<file path="config.mk">
export PLATFORM = sky130hd
export DESIGN_NAME = calc_key_controller_flat
export DESIGN_NICKNAME = d
export VERILOG_FILES = /design/src/rtl/calc_key_controller_pkg.sv /design/src/rtl/calc_key_controller_if.sv /design/src/rtl/calc_key_controller_bin2bcd.sv /design/src/rtl/calc_key_controller.sv /design/src/flat_wrapper.sv
export SDC_FILE = /design/constraint.sdc
export NUM_CORES = 1
export LEC_CHECK = 0
export CAP_MARGIN = 10
export CORE_ASPECT_RATIO = 2
export CORE_MARGIN = 3
export CORE_UTILIZATION = 55
export CTS_CLUSTER_DIAMETER = 150
export DETAILED_ROUTE_END_ITERATION = 10
export PLACE_DENSITY = 0.91
export SYNTH_ARGS = -nofsm -noshare
export SYNTH_HDL_FRONTEND = slang
export SYNTH_HIERARCHICAL = 1
export SYNTH_SLANG_ARGS = --single-unit
</file>
<file path="constraint.sdc">
create_clock -name clk -period 4.3 [get_ports clk]
set_clock_uncertainty 0.1 [all_clocks]
set_input_delay 0.43 -clock clk [delete_from_list [all_inputs] [get_ports clk]]
set_output_delay 0.43 -clock clk [all_outputs]
set_load 0.05 [all_outputs]
</file>
<file path="src/rtl/calc_key_controller_pkg.sv">
// Shared constants, state encoding and operand-entry helper for the calculator key controller.
package calc_pkg;
  localparam int OPERAND_W = 8;
  localparam int RESULT_W  = 16;
  localparam int BCD_W     = 20;

  localparam logic [1:0] KEY_DIGIT = 2'b00;
  localparam logic [1:0] KEY_OP    = 2'b01;
  localparam logic [1:0] KEY_EQ    = 2'b10;
  localparam logic [1:0] KEY_CLR   = 2'b11;

  localparam logic [1:0] OP_PASS = 2'b00;
  localparam logic [1:0] OP_ADD  = 2'b01;
  localparam logic [1:0] OP_SUB  = 2'b10;
  localparam logic [1:0] OP_MUL  = 2'b11;

  typedef enum logic [2:0] {
    ST_ENTER_A,
    ST_ENTER_B,
    ST_EXEC,
    ST_CONVERT,
    ST_HOLD,
    ST_ERR
  } state_t;

  // acc*10+d at 12 bits: 255*10+9 = 2559 cannot wrap, so overflow is a plain compare.
  function automatic logic [11:0] next_operand(input logic [OPERAND_W-1:0] acc,
                                               input logic [3:0] digit);
    return ({4'd0, acc} * 12'd10) + {8'd0, digit};
  endfunction
endpackage

</file>
<file path="src/rtl/calc_key_controller_if.sv">
// Key-event input stream and result output stream of the calculator controller.
interface calc_key_controller_if;
  import calc_pkg::*;

  // Both streams: a transfer happens on a rising edge where valid and ready are
  // both high; the sender holds valid and its payload stable until that edge.
  logic                key_valid;
  logic                key_ready;
  logic [1:0]          key_type;
  logic [3:0]          key_value;
  logic                result_valid;
  logic                result_ready;
  logic [RESULT_W-1:0] result_bin;
  logic                result_neg;
  logic [BCD_W-1:0]    result_bcd;

  modport master (
    output key_valid, key_type, key_value, result_ready,
    input  key_ready, result_valid, result_bin, result_neg, result_bcd
  );

  modport slave (
    input  key_valid, key_type, key_value, result_ready,
    output key_ready, result_valid, result_bin, result_neg, result_bcd
  );
endinterface

</file>
<file path="src/rtl/calc_key_controller_bin2bcd.sv">
// Sequential 16-bit double-dabble converter: load on start, then 16 shift/add-3 edges.
module bin2bcd_seq
  import calc_pkg::*;
(
  input  logic                clk,
  input  logic                rst,
  input  logic                start,
  input  logic [RESULT_W-1:0] bin_in,
  output logic [BCD_W-1:0]    bcd_out,
  output logic                busy,
  output logic                done
);
  logic [BCD_W+RESULT_W-1:0] work;
  logic [BCD_W+RESULT_W-1:0] shifted;
  logic [BCD_W-1:0]          adj;
  logic [3:0]                iter;

  always_comb begin
    adj = work[BCD_W+RESULT_W-1:RESULT_W];
    for (int i = 0; i < 5; i++) begin
      if (adj[i*4 +: 4] >= 4'd5) adj[i*4 +: 4] = adj[i*4 +: 4] + 4'd3;
    end
    shifted = {adj[BCD_W-2:0], work[RESULT_W-1:0], 1'b0};
  end

  // done flags the edge that performs the last iteration, so bcd_out and the
  // controller's HOLD entry land on the same edge.
  assign done = busy && (iter == 4'd15);

  always_ff @(posedge clk) begin
    if (rst) begin
      work    <= '0;
      iter    <= 4'd0;
      busy    <= 1'b0;
      bcd_out <= '0;
    end else if (start) begin
      work <= {{BCD_W{1'b0}}, bin_in};
      iter <= 4'd0;
      busy <= 1'b1;
    end else if (busy) begin
      work <= shifted;
      iter <= iter + 4'd1;
      if (iter == 4'd15) begin
        busy    <= 1'b0;
        bcd_out <= shifted[BCD_W+RESULT_W-1:RESULT_W];
      end
    end
  end
endmodule

</file>
<file path="src/rtl/calc_key_controller.sv">
// Calculator sequencing front end: operand entry, arithmetic-unit drive, result capture and BCD hold.
module calc_key_controller
  import calc_pkg::*;
(
  input  logic                 clk,
  input  logic                 rst,
  calc_key_controller_if.slave bus,
  output logic [1:0]           signal,
  output logic [OPERAND_W-1:0] data_out_a,
  output logic [OPERAND_W-1:0] data_out_b,
  input  logic [RESULT_W-1:0]  data_in_result,
  output logic                 error,
  output state_t               state
);
  logic                 key_ready_q;
  logic                 result_valid_q;
  logic                 result_neg_q;
  logic [RESULT_W-1:0]  result_bin_q;
  logic                 key_fire;
  logic                 is_neg;
  logic [RESULT_W-1:0]  magnitude;
  logic [OPERAND_W-1:0] active;
  logic [11:0]          next_val;
  logic                 conv_start;
  logic                 conv_busy;
  logic                 conv_done;
  logic [BCD_W-1:0]     bcd;

  assign key_fire   = bus.key_valid && key_ready_q;
  assign is_neg     = (signal == OP_SUB) && data_in_result[RESULT_W-1];
  assign magnitude  = is_neg ? (~data_in_result + 16'd1) : data_in_result;
  assign active     = (state == ST_ENTER_B) ? data_out_b : data_out_a;
  assign next_val   = next_operand(active, bus.key_value);
  assign conv_start = (state == ST_EXEC);

  assign bus.key_ready    = key_ready_q;
  assign bus.result_valid = result_valid_q;
  assign bus.result_neg   = result_neg_q;
  assign bus.result_bin   = result_bin_q;
  assign bus.result_bcd   = bcd;

  bin2bcd_seq u_bin2bcd (
    .clk     (clk),
    .rst     (rst),
    .start   (conv_start),
    .bin_in  (magnitude),
    .bcd_out (bcd),
    .busy    (conv_busy),
    .done    (conv_done)
  );

  always_ff @(posedge clk) begin
    if (rst) begin
      state          <= ST_ENTER_A;
      key_ready_q    <= 1'b1;
      signal         <= OP_PASS;
      data_out_a     <= '0;
      data_out_b     <= '0;
      result_valid_q <= 1'b0;
      result_bin_q   <= '0;
      result_neg_q   <= 1'b0;
      error          <= 1'b0;
    end else begin
      case (state)
        ST_ENTER_A, ST_ENTER_B: begin
          if (key_fire) begin
            case (bus.key_type)
              KEY_DIGIT: begin
                if (bus.key_value <= 4'd9) begin
                  if (next_val > 12'd255) begin
                    state <= ST_ERR;
                    error <= 1'b1;
                  end else if (state == ST_ENTER_A) begin
                    data_out_a <= next_val[OPERAND_W-1:0];
                  end else begin
                    data_out_b <= next_val[OPERAND_W-1:0];
                  end
                end
              end
              KEY_OP: begin
                signal <= bus.key_value[1:0];
                state  <= ST_ENTER_B;
              end
              KEY_EQ: begin
                if (state == ST_ENTER_A) signal <= OP_PASS;
                state       <= ST_EXEC;
                key_ready_q <= 1'b0;
              end
              default: begin
                data_out_a <= '0;
                data_out_b <= '0;
                signal     <= OP_PASS;
                state      <= ST_ENTER_A;
              end
            endcase
          end
        end
        ST_EXEC: begin
          result_bin_q <= magnitude;
          result_neg_q <= is_neg;
          state        <= ST_CONVERT;
        end
        ST_CONVERT: begin
          // A converter that is not running can never finish; do not wait on it.
          if (conv_done || !conv_busy) begin
            state          <= ST_HOLD;
            result_valid_q <= 1'b1;
          end
        end
        ST_HOLD: begin
          if (result_valid_q && bus.result_ready) begin
            state          <= ST_ENTER_A;
            result_valid_q <= 1'b0;
            key_ready_q    <= 1'b1;
            data_out_a     <= '0;
            data_out_b     <= '0;
            signal         <= OP_PASS;
          end
        end
        ST_ERR: begin
          if (key_fire && (bus.key_type == KEY_CLR)) begin
            state      <= ST_ENTER_A;
            error      <= 1'b0;
            data_out_a <= '0;
            data_out_b <= '0;
            signal     <= OP_PASS;
          end
        end
        default: state <= ST_ENTER_A;
      endcase
    end
  end
endmodule

</file>
<file path="src/flat_wrapper.sv">
// flat-port wrapper written by rule: the top's interface ports become plain ports
module calc_key_controller_flat import calc_pkg::*;
  (clk, rst, signal, data_out_a, data_out_b, data_in_result, error, state, bus_key_valid, bus_key_type, bus_key_value, bus_result_ready, bus_key_ready, bus_result_valid, bus_result_bin, bus_result_neg, bus_result_bcd);
  calc_key_controller_if bus_i ();
  input  logic clk;
  input  logic rst;
  output logic [1:0] signal;
  output logic [OPERAND_W-1:0] data_out_a;
  output logic [OPERAND_W-1:0] data_out_b;
  input  logic [RESULT_W-1:0] data_in_result;
  output logic error;
  output state_t state;
  input wire logic [$bits(bus_i.key_valid)-1:0] bus_key_valid;
  input wire logic [$bits(bus_i.key_type)-1:0] bus_key_type;
  input wire logic [$bits(bus_i.key_value)-1:0] bus_key_value;
  input wire logic [$bits(bus_i.result_ready)-1:0] bus_result_ready;
  output wire logic [$bits(bus_i.key_ready)-1:0] bus_key_ready;
  output wire logic [$bits(bus_i.result_valid)-1:0] bus_result_valid;
  output wire logic [$bits(bus_i.result_bin)-1:0] bus_result_bin;
  output wire logic [$bits(bus_i.result_neg)-1:0] bus_result_neg;
  output wire logic [$bits(bus_i.result_bcd)-1:0] bus_result_bcd;
  assign bus_i.key_valid = bus_key_valid;
  assign bus_i.key_type = bus_key_type;
  assign bus_i.key_value = bus_key_value;
  assign bus_i.result_ready = bus_result_ready;
  assign bus_key_ready = bus_i.key_ready;
  assign bus_result_valid = bus_i.result_valid;
  assign bus_result_bin = bus_i.result_bin;
  assign bus_result_neg = bus_i.result_neg;
  assign bus_result_bcd = bus_i.result_bcd;
  calc_key_controller u_core (.clk(clk), .rst(rst), .bus(bus_i), .signal(signal), .data_out_a(data_out_a), .data_out_b(data_out_b), .data_in_result(data_in_result), .error(error), .state(state));
endmodule
</file>
==> flow_summary.yaml, run 1 <==
critical_path:
  critical_path_class: "register to register"
  cp.required_ns: 4.42
  critPathCapture: "u_core/state[0]"
  critPathCaptureType: "register"
  start_kind: "register"
  worstPathArrival_ns: 4.33
  r2r_cells: 13
  worstReg2RegStart: "u_core/state[2]"
  worstPathMaxFanout: 11
  r2r_setup_slack_ns: 0.1
  regToRegEndpoint: "u_core/state[0]"
  worstSetupStartpoint: "u_core/state[2]"
worst_hold_path:
  hp-class: "register to register"
  hold_start: "u_core/bus.result_bin[15]"
global_routing:
  grt_overflow: 0
  grt_pass1_vias: 5431
  grt_pass1_wl_um: 26200
  track_usage_pct: 27.9
  grt.met1_usage_pct: 27.7
  grt_max_degree: 44
  use_met3_pct: 4.94
  antenna_found_initial: 0
  busiest_layer: "met2"
  grtUsageMet2_pct: 52.2
synth:
  ys.flop_type: "dfxtp_1"
  synth.area.top_cells: "dfxtp_1 35%, ha_1 7.1%, mux2i_1 4.7%, nor2_1 4.7%, nand2_1 4.1%"
  yosysTopAreaCellShare_pct: 35.3
  synthCells: 655
  synth_nets: 716
  ys_ff_latch: 102
  synthesis.area_sq_mm: 0.00579
  synth_cell_type_count: 63
  ys_seq_area_share_pct: 35.3
  synth-edff-count: 0
  ys_warn_count: 6
  syn_area_per_cell_sq_um: 8.84
  synth_top_area_cell: "dfxtp_1"
  synthArstFlopShare_pct: 0
floorplan:
  io_pins: 87
  core_area_sq_mm: 0.0102
  dieArea_sq_mm: 0.0119
  fp-row-count: 52
  fp.dieH_um: 151
  die_w_um: 78.6
  start_util_pct: 56.7
sta:
  fin_setup_tns_ns: 0
  relSlewSlack_pct: 30.6
  finalCriticalPeriod_ns: 4.20
  setup_viol: 0
  hold_violations: 0
  whs_ns: 0.366
  tightest_slew_ns: 1.04
  rsz0062_at_grt: "false"
  timing.final.max_slew_violations: 0
  layout_setup_ws_ns: 0.0981
  finalCritPeriodShare_pct: 97.7
  fmax_mhz: 238
place:
  io_buffers: 86
  dp_hpwl_um: 12000
  dpl_worst_slack_ns: 0.0738
  gp_congestion: 0.942
routing:
  ant_nets: 0
  drc: 0
  first_pass_iters: 5
  via_count: 5391
  routed_wl_um: 16600
  first_iter_violations: 478
  drt-vias-per-instance: 6.21
  routedWlPerCell_um: 19.1
finish:
  drive_gt1_share_pct: 10.8
  layout_commonest_cell: "dfxtp_1"
  area.growth.synth_to_final_pct: 20.7
  n_fill_cell: 770
  diodes: 0
  final_cell_mix: "101 x dfxtp_1, 85 x clkdlybuf4s50_1, 72 x nor2_1"
  num-nets-final: 789
power_and_ir_drop:
  pwr_density_cell_mw_per_mm2: 301
  peakVddDrop_mv: 0.276
  p_leak_nw: 2.58
  finalPower_mw: 2.11
job:
  maxCapViolations: 0
clock_network:
  clock_path_buffers: 2
  cts_tree: "built"
  path_clk_slew_ns: 0.08
  root_buffer: "clkbuf_16"
  clkSinkCount: 102
  cts_buffers: 9
  htreeDepth: 3
  worstSkewPairLatency_ns: 0.35
status:
  outcome: "complete, no violations"
## registers in the layout (all words and copies together) (netlist names)
signal and count:
u_core/state 3, u_core/u_bin2bcd/busy 1, u_core/u_bin2bcd/work 36, u_core/data_out_b 8, u_core/bus.key_ready 1, u_core/signal 2, u_core/bus.result_bin 16, u_core/u_bin2bcd/iter 4
u_core/bus.result_valid 1, u_core/u_bin2bcd/bcd_out 20, u_core/data_out_a 8, u_core/bus.result_neg 1, u_core/error 1
## cells by family after synthesis
| logic type | count (synthesis) | share of synthesized area [%] |
|---|---|---|
| simple gates | 239 | 20.1 |
| compound gates | 146 | 19.3 |
| flops | 102 | 35.3 |
| buf+inv | 61 | 5.16 |
| mux | 49 | 8.95 |
| fa+ha+maj | 35 | 7.82 |
| xor+xnor | 23 | 3.48 |
## metrics by stage
| step | instances | util, % | cell area, sq um |
|---|---|---|---|
| 6_report | 868 | 68.4 | 6990 |
| 3_3_place_gp | 848 | 65.2 | 6660 |
| 4_1_cts | 864 | 68.0 | 6950 |
| 5_1_grt | 868 | 68.4 | 6990 |
| 3_5_place_dp | 848 | 65.2 | 6660 |
| 2_1_floorplan | 655 | - | 5790 |
## worst max-delay path: stages, from the launching register on
cell and delay (ns):
dfxtp_1 0.44, nor3_4 0.41, mux2_2 0.42, ha_1 0.30, ha_1 0.19, inv_1 0.06
fa_1 0.42, nand2b_1 0.21, a21oi_1 0.21, xor2_1 0.23, nand4_1 0.27, a21oi_4 0.35
a211oi_1 0.13, o32ai_1 0.32
## routing by layer
metal	routed length [um]	part of all wire, %
met1	5790	35
met5	0	0
met3	900	5.4
met4	841	5.1
met2	9030	54
## power by group
part	switching, mW	total (mW)	leakage (nW)	internal, mW
registers	0.0228	0.988	0.824	0.965
clock network	0.377	0.809	0.148	0.431
logic	0.193	0.309	1.61	0.116
total	0.593	2.11	2.58	1.51
## worst min path at each step
stage	slack [ns]	cells past startpoint	to
CTS	0.37	2	u_core/bus.result_bin[15]
finish	0.37	2	u_core/bus.result_bin[15]
floorplan	0.38	2	u_core/u_bin2bcd/work[33]
global placement	0.35	2	u_core/bus.result_bin[0]
detailed placement	0.35	2	u_core/bus.result_bin[15]
global route	0.38	2	u_core/bus.result_neg
## synth_stat cells (10+ instances only)
| library cell | number |
|---|---|
| a211oi_1 | 12 |
| a21oi_1 | 37 |
| buf_2 | 11 |
| dfxtp_1 | 102 |
| ha_1 | 33 |
| inv_1 | 27 |
| mux2_2 | 21 |
| mux2i_1 | 27 |
| nand2_1 | 64 |
| nand2b_1 | 19 |
| nand3_1 | 11 |
| nor2_1 | 72 |
| nor2b_1 | 10 |
| nor3_1 | 25 |
| o21ai_0 | 27 |
| o32ai_2 | 10 |
| xnor2_1 | 10 |
| xor2_1 | 13 |
## cell type report
cell class	instances	area, sq um	share of cell area, %
Clock buffer	11	253	3.62
Multi-Input combinational cell	492	3460	49.5
Clock inverter	5	38.8	0.555
Tap cell	135	169	2.42
Sequential cell	102	2040	29.2
Timing Repair Buffer	94	916	13.1
Inverter	29	109	1.56
## repair_timing
item	CTS	global route
endpoints found under the hold margin	0	0
hold buffers	0	0
gates resized for setup	0	3
buffers inserted	0	4
endpoints found under the setup margin	0	20
Note: power is estimated with default switching activity, not from simulation.
==> run 2: changes to the inputs <==
Settings changed: CORE_MARGIN 3 to 1.
==> run 2 against run 1 <==
Effect of this change: hold slack worse by 0.013 ns; combinational power down 2%; core utilization up 0.49 points; design area about the same; worst setup slack better by 0.15 ns; critical path type unchanged; largest cell class unchanged; largest power group unchanged.
==> flow_summary.yaml, run 2 (synthesis results as in run 1) <==
status:
  outcome: "complete, no violations"
routing:
  drt-vias-per-instance: 6.14
  drc: 0
  via_count: 5314
  first_iter_violations: 428
  routed_wl_um: 15700
  routedWlPerCell_um: 18.2
  ant_nets: 0
  first_pass_iters: 5
critical_path:
  critPathMostFrequentCell: "ha_1"
  worstSetupStartpoint: "u_core/state[0]"
  r2r_cells: 14
  cp_slowest_cell: "dfxtp_1"
  regToRegEndpoint: "u_core/data_out_a[3]"
  max_stage_delay_ns: 0.48
  worstPathMaxFanout: 8
  critPathCaptureType: "register"
  worstReg2RegStart: "u_core/state[0]"
  crit_chain: "inv_2 > nor3_4 > mux2_2 > ha_1 > ha_1 > inv_1 > fa_1 > nand2b_1 > a21oi_1 > xor2_1 > nand4_1 > a21oi_4 > o22ai_2 > o2bb2ai_1"
  start_kind: "register"
  worstPathArrival_ns: 4.15
  cp.required_ns: 4.40
  r2r_setup_slack_ns: 0.25
  critical_path_class: "register to register"
place:
  dpl_cell_area_sq_mm: 0.00666
  io_buffers: 86
  gp_congestion: 0.957
  dp_hpwl_um: 11400
clock_network:
  worstSkewPairLatency_ns: 0.35
  path_clk_slew_ns: 0.08
  cts_tree: "built"
  clock_path_buffers: 2
  root_buffer: "clkbuf_16"
  clkSinkCount: 102
  cts_hold_buf: 0
  htreeDepth: 3
  cts_buffers: 9
sta:
  timing.final.max_slew_violations: 0
  fmax_mhz: 247
  tightest_slew_ns: 0.984
  relSlewSlack_pct: 34.3
  setup_viol: 0
  whs_ns: 0.353
  finalCriticalPeriod_ns: 4.05
  finalCritPeriodShare_pct: 94.2
  hold_violations: 0
floorplan:
  core_area_sq_mm: 0.0101
  start_util_pct: 57.1
  die_w_um: 74.6
  io_pins: 87
  fp.dieH_um: 147
  dieArea_sq_mm: 0.0110
  fp-row-count: 52
finish:
  largest_register_ffs: 36
  drive_gt1_share_pct: 10.4
  n_fill_cell: 779
  num-nets-final: 788
  design_area_sq_mm: 0.00700
  diodes: 0
  final_cell_mix: "102 x dfxtp_1, 85 x clkdlybuf4s50_1, 72 x nor2_1"
  largest-register: "u_core/u_bin2bcd/work"
  layout_commonest_cell: "dfxtp_1"
  area.growth.synth_to_final_pct: 20.8
global_routing:
  grt_pass1_wl_um: 25400
  grt_overflow: 0
  grt_max_degree: 44
  antenna_found_initial: 0
  grt_pass1_vias: 5444
  track_usage_pct: 30.1
power_and_ir_drop:
  peakVddDrop_mv: 0.290
  pwr_density_cell_mw_per_mm2: 306
  p_leak_nw: 2.58
worst_hold_path:
  min_to: "u_core/bus.result_neg"
  hold_start: "u_core/bus.result_neg"
  whs_path_depth: 2
  hp-class: "register to register"
job:
  maxCapViolations: 0
## run 2: cell count changes in the layout (fill, tap and decap cells not counted), sizes merged
cell      change
bufinv        +1
buf           -1
clkbuf        -1
clkinv        -2
clkinvlp      +1
## run 2: final cells by class
cell class,count,area (sq um),share of cell area [%]
Multi-Input combinational cell,492,3460,49.5
Tap cell,135,169,2.41
Sequential cell,102,2040,29.2
Clock inverter,5,66.3,0.948
Timing Repair Buffer,93,908,13.0
Inverter,29,109,1.56
Clock buffer,10,239,3.42
## run 2: critical path, delay by kind of cell (launching register included)
family,cells,cell delay (ns)
AND/OR/NAND/NOR,3,0.66
buffers and inverters,2,0.20
multiplexers,1,0.42
adder cells (fa/ha/maj),3,0.87
XOR/XNOR,1,0.22
flip-flops,1,0.48
AO/OA/AOI/OAI,4,0.94
## run 2: timing repair
item | in CTS | in global routing
setup buffers | 0 | 2
resized for setup | 0 | 2
endpoints found under the setup margin | 0 | 17
## run 2: worst max-delay path by stage
stage	to	slack, ns	cells past startpoint
floorplan	u_core/data_out_b[0]	0.20	14
global placement	u_core/data_out_b[4]	0.37	14
detailed placement	u_core/data_out_b[2]	0.25	14
CTS	u_core/data_out_a[3]	0.17	14
global route	u_core/data_out_a[3]	-0.003	14
finish	u_core/data_out_a[3]	0.25	14
## run 2: per-layer routing
layer  up-vias  track usage (%)  routed length [um]
met2       237             54.3                8600
met5         -                0                   0
met4         0             19.3                 852
li1       2483                -                   -
met1      2511             29.6                5450
met3        83             6.10                 844
## run 2: power by group
| part | internal, mW | total [mW] | switching (mW) |
|---|---|---|---|
| combinational | 0.115 | 0.302 | 0.187 |
| clock | 0.473 | 0.852 | 0.379 |
| sequential | 0.965 | 0.988 | 0.0233 |
| total | 1.55 | 2.14 | 0.589 |
## run 2: metrics by stage
stage / instances / total power, mW / setup slack [ns] / utilization (%) / TNS, ns
after floorplan: 655 / 1.20 / 0.200 / - / 0
after global placement: 849 / 1.29 / 0.374 / 65.6 / 0
after detailed placement: 849 / 1.30 / 0.247 / 65.6 / 0
after CTS: 864 / 2.14 / 0.169 / 68.7 / 0
after global routing: 866 / 2.21 / -0.00258 / 68.9 / -0.00258
final: 866 / 2.14 / 0.250 / 68.9 / 0
==> run 3: changes to the inputs <==
Settings changed: CORE_ASPECT_RATIO 2 to 1.25, SLEW_MARGIN set to 10.
Clock period 4.3 ns to 3.9 ns, I/O delays scaled along.
==> run 3 against run 2 <==
Effect of this change: clock power up 17%; power up 13%; final cell count up 0.35%; count of clock-buffer cells in the layout unchanged; global-route usage down 1.8 points; critical endpoint is now u_core/data_out_a[1]; combinational power up 13%; hold slack better by 0.019 ns; core utilization up 1.2 points.
==> flow_summary.yaml, run 3 (synthesis results as in run 1) <==
finish:
  largest-register: "u_core/u_bin2bcd/work"
  final_core_util_pct: 70.1
  layout_commonest_cell: "dfxtp_1"
  area.growth.synth_to_final_pct: 23.0
  largest_register_ffs: 36
  num-nets-final: 796
  drive_gt1_share_pct: 12.3
  diodes: 0
  final_cell_mix: "101 x dfxtp_1, 85 x clkdlybuf4s50_1, 72 x nor2_1"
floorplan:
  io_pins: 87
  core_area_sq_mm: 0.0102
  fp-row-count: 41
  fp.dieH_um: 117
  start_util_pct: 57.0
  die_w_um: 93.8
  dieArea_sq_mm: 0.0109
power_and_ir_drop:
  peakVddDrop_mv: 0.246
  pwr_density_cell_mw_per_mm2: 341
  p_leak_nw: 2.64
routing:
  first_pass_iters: 5
  routed_wl_um: 15200
  drc: 0
  via_count: 5228
  routedWlPerCell_um: 17.5
  drt-vias-per-instance: 6.02
  ant_nets: 0
  first_iter_violations: 335
critical_path:
  critPathCaptureType: "register"
  cp.required_ns: 4.03
  worstPathArrival_ns: 3.90
  cp_slowest_cell: "fa_2"
  max_stage_delay_ns: 0.37
  critical_path_class: "register to register"
  start_kind: "register"
  crit_chain: "inv_2 > nor3_4 > buf_6 > mux2_4 > ha_1 > ha_1 > inv_1 > fa_2 > nand2b_4 > a21oi_4 > xor2_2 > buf_4 > a21o_1 > a21oi_2 > buf_6 > o21ai_2 > o2bb2ai_1"
  worstPathMaxFanout: 8
sta:
  relSlewSlack_pct: 33.6
  timing.final.max_slew_violations: 0
  fmax_mhz: 265
  setup_viol: 0
  finalCriticalPeriod_ns: 3.77
  finalCritPeriodShare_pct: 96.8
  hold_violations: 0
  fin_setup_tns_ns: 0
  layout_setup_ws_ns: 0.125
  tightest_slew_ns: 0.994
clock_network:
  cts_buffers: 9
  cts_tree: "built"
  root_buffer: "clkbuf_16"
  worstSkewPairLatency_ns: 0.35
  clkSinkCount: 102
  htreeDepth: 3
  path_clk_slew_ns: 0.07
  clock_path_buffers: 2
global_routing:
  antenna_found_initial: 0
  track_usage_pct: 28.3
  grt_overflow: 0
  grt_pass1_vias: 5008
  grt_max_degree: 43
  grt_pass1_wl_um: 24400
worst_hold_path:
  hp-class: "register to register"
place:
  dp_hpwl_um: 10600
  gp_congestion: 0.881
  io_buffers: 86
  dpl_worst_slack_ns: -0.100
status:
  outcome: "complete, no violations"
job:
  maxCapViolations: 0
==> run 3: per-stage QoR <==
stage	hold WS, ns	power, mW	std cells	cell area [sq um]
4_1_cts	0.369	2.42	863	7020
6_report	0.372	2.43	869	7120
3_3_place_gp	0.350	1.42	847	6690
3_5_place_dp	0.360	1.43	847	6690
5_1_grt	0.386	2.51	869	7120
2_1_floorplan	0.377	1.33	655	5790
==> run 3: report_power, final <==
part | internal (mW) | switching (mW) | total, mW
Sequential | 1.06 | 0.0219 | 1.09
Combinational | 0.133 | 0.208 | 0.341
Clock | 0.585 | 0.416 | 1.00
==> run 3: critical path: cells and delay by family, from the launching register on <==
family,cells,cell delay (ns)
compound gates,5,0.91
mux,1,0.32
buf+inv,5,0.58
simple gates,2,0.37
xor+xnor,1,0.17
fa+ha+maj,3,0.83
flops,1,0.36
==> run 3: layout make-up <==
type / instances / area (sq um)
Clock buffer: 10 / 239
Inverter: 29 / 109
Multi-Input combinational cell: 492 / 3490
Timing Repair Buffer: 101 / 980
Tap cell: 129 / 161
Fill cell: 733 / 3040
Sequential cell: 102 / 2050
Clock inverter: 6 / 92.6
==> run 3: worst paths after layout <==
| kind | cells after the start | slack [ns] | from | to |
|---|---|---|---|---|
| worst max register to register | 17 | 0.13 | u_core/state[0] | u_core/data_out_a[1] |
| worst min-delay path | 2 | 0.37 | u_core/bus.result_bin[15] | u_core/bus.result_bin[15] |
| worst min register to register | 2 | 0.37 | u_core/bus.result_bin[15] | u_core/bus.result_bin[15] |
| worst max-delay path | 17 | 0.13 | u_core/state[0] | u_core/data_out_a[1] |
==> run 3: repair_timing <==
item / 4_1_cts / 5_1_grt
pin swaps: 1 / 6
buffers inserted: 0 / 6
setup endpoints to repair: 10 / 20
hold buffers: 0 / 0
resized for setup: 1 / 12
==> run 3: per-layer routing <==
| metal | up-vias | routed length [um] | global-route usage (%) |
|---|---|---|---|
| li1 | 2483 | - | - |
| met1 | 2462 | 6120 | 34.6 |
| met2 | 249 | 7570 | 49.1 |
| met3 | 34 | 1130 | 5.34 |
| met4 | 0 | 351 | 11.0 |
| met5 | - | 0 | 0 |
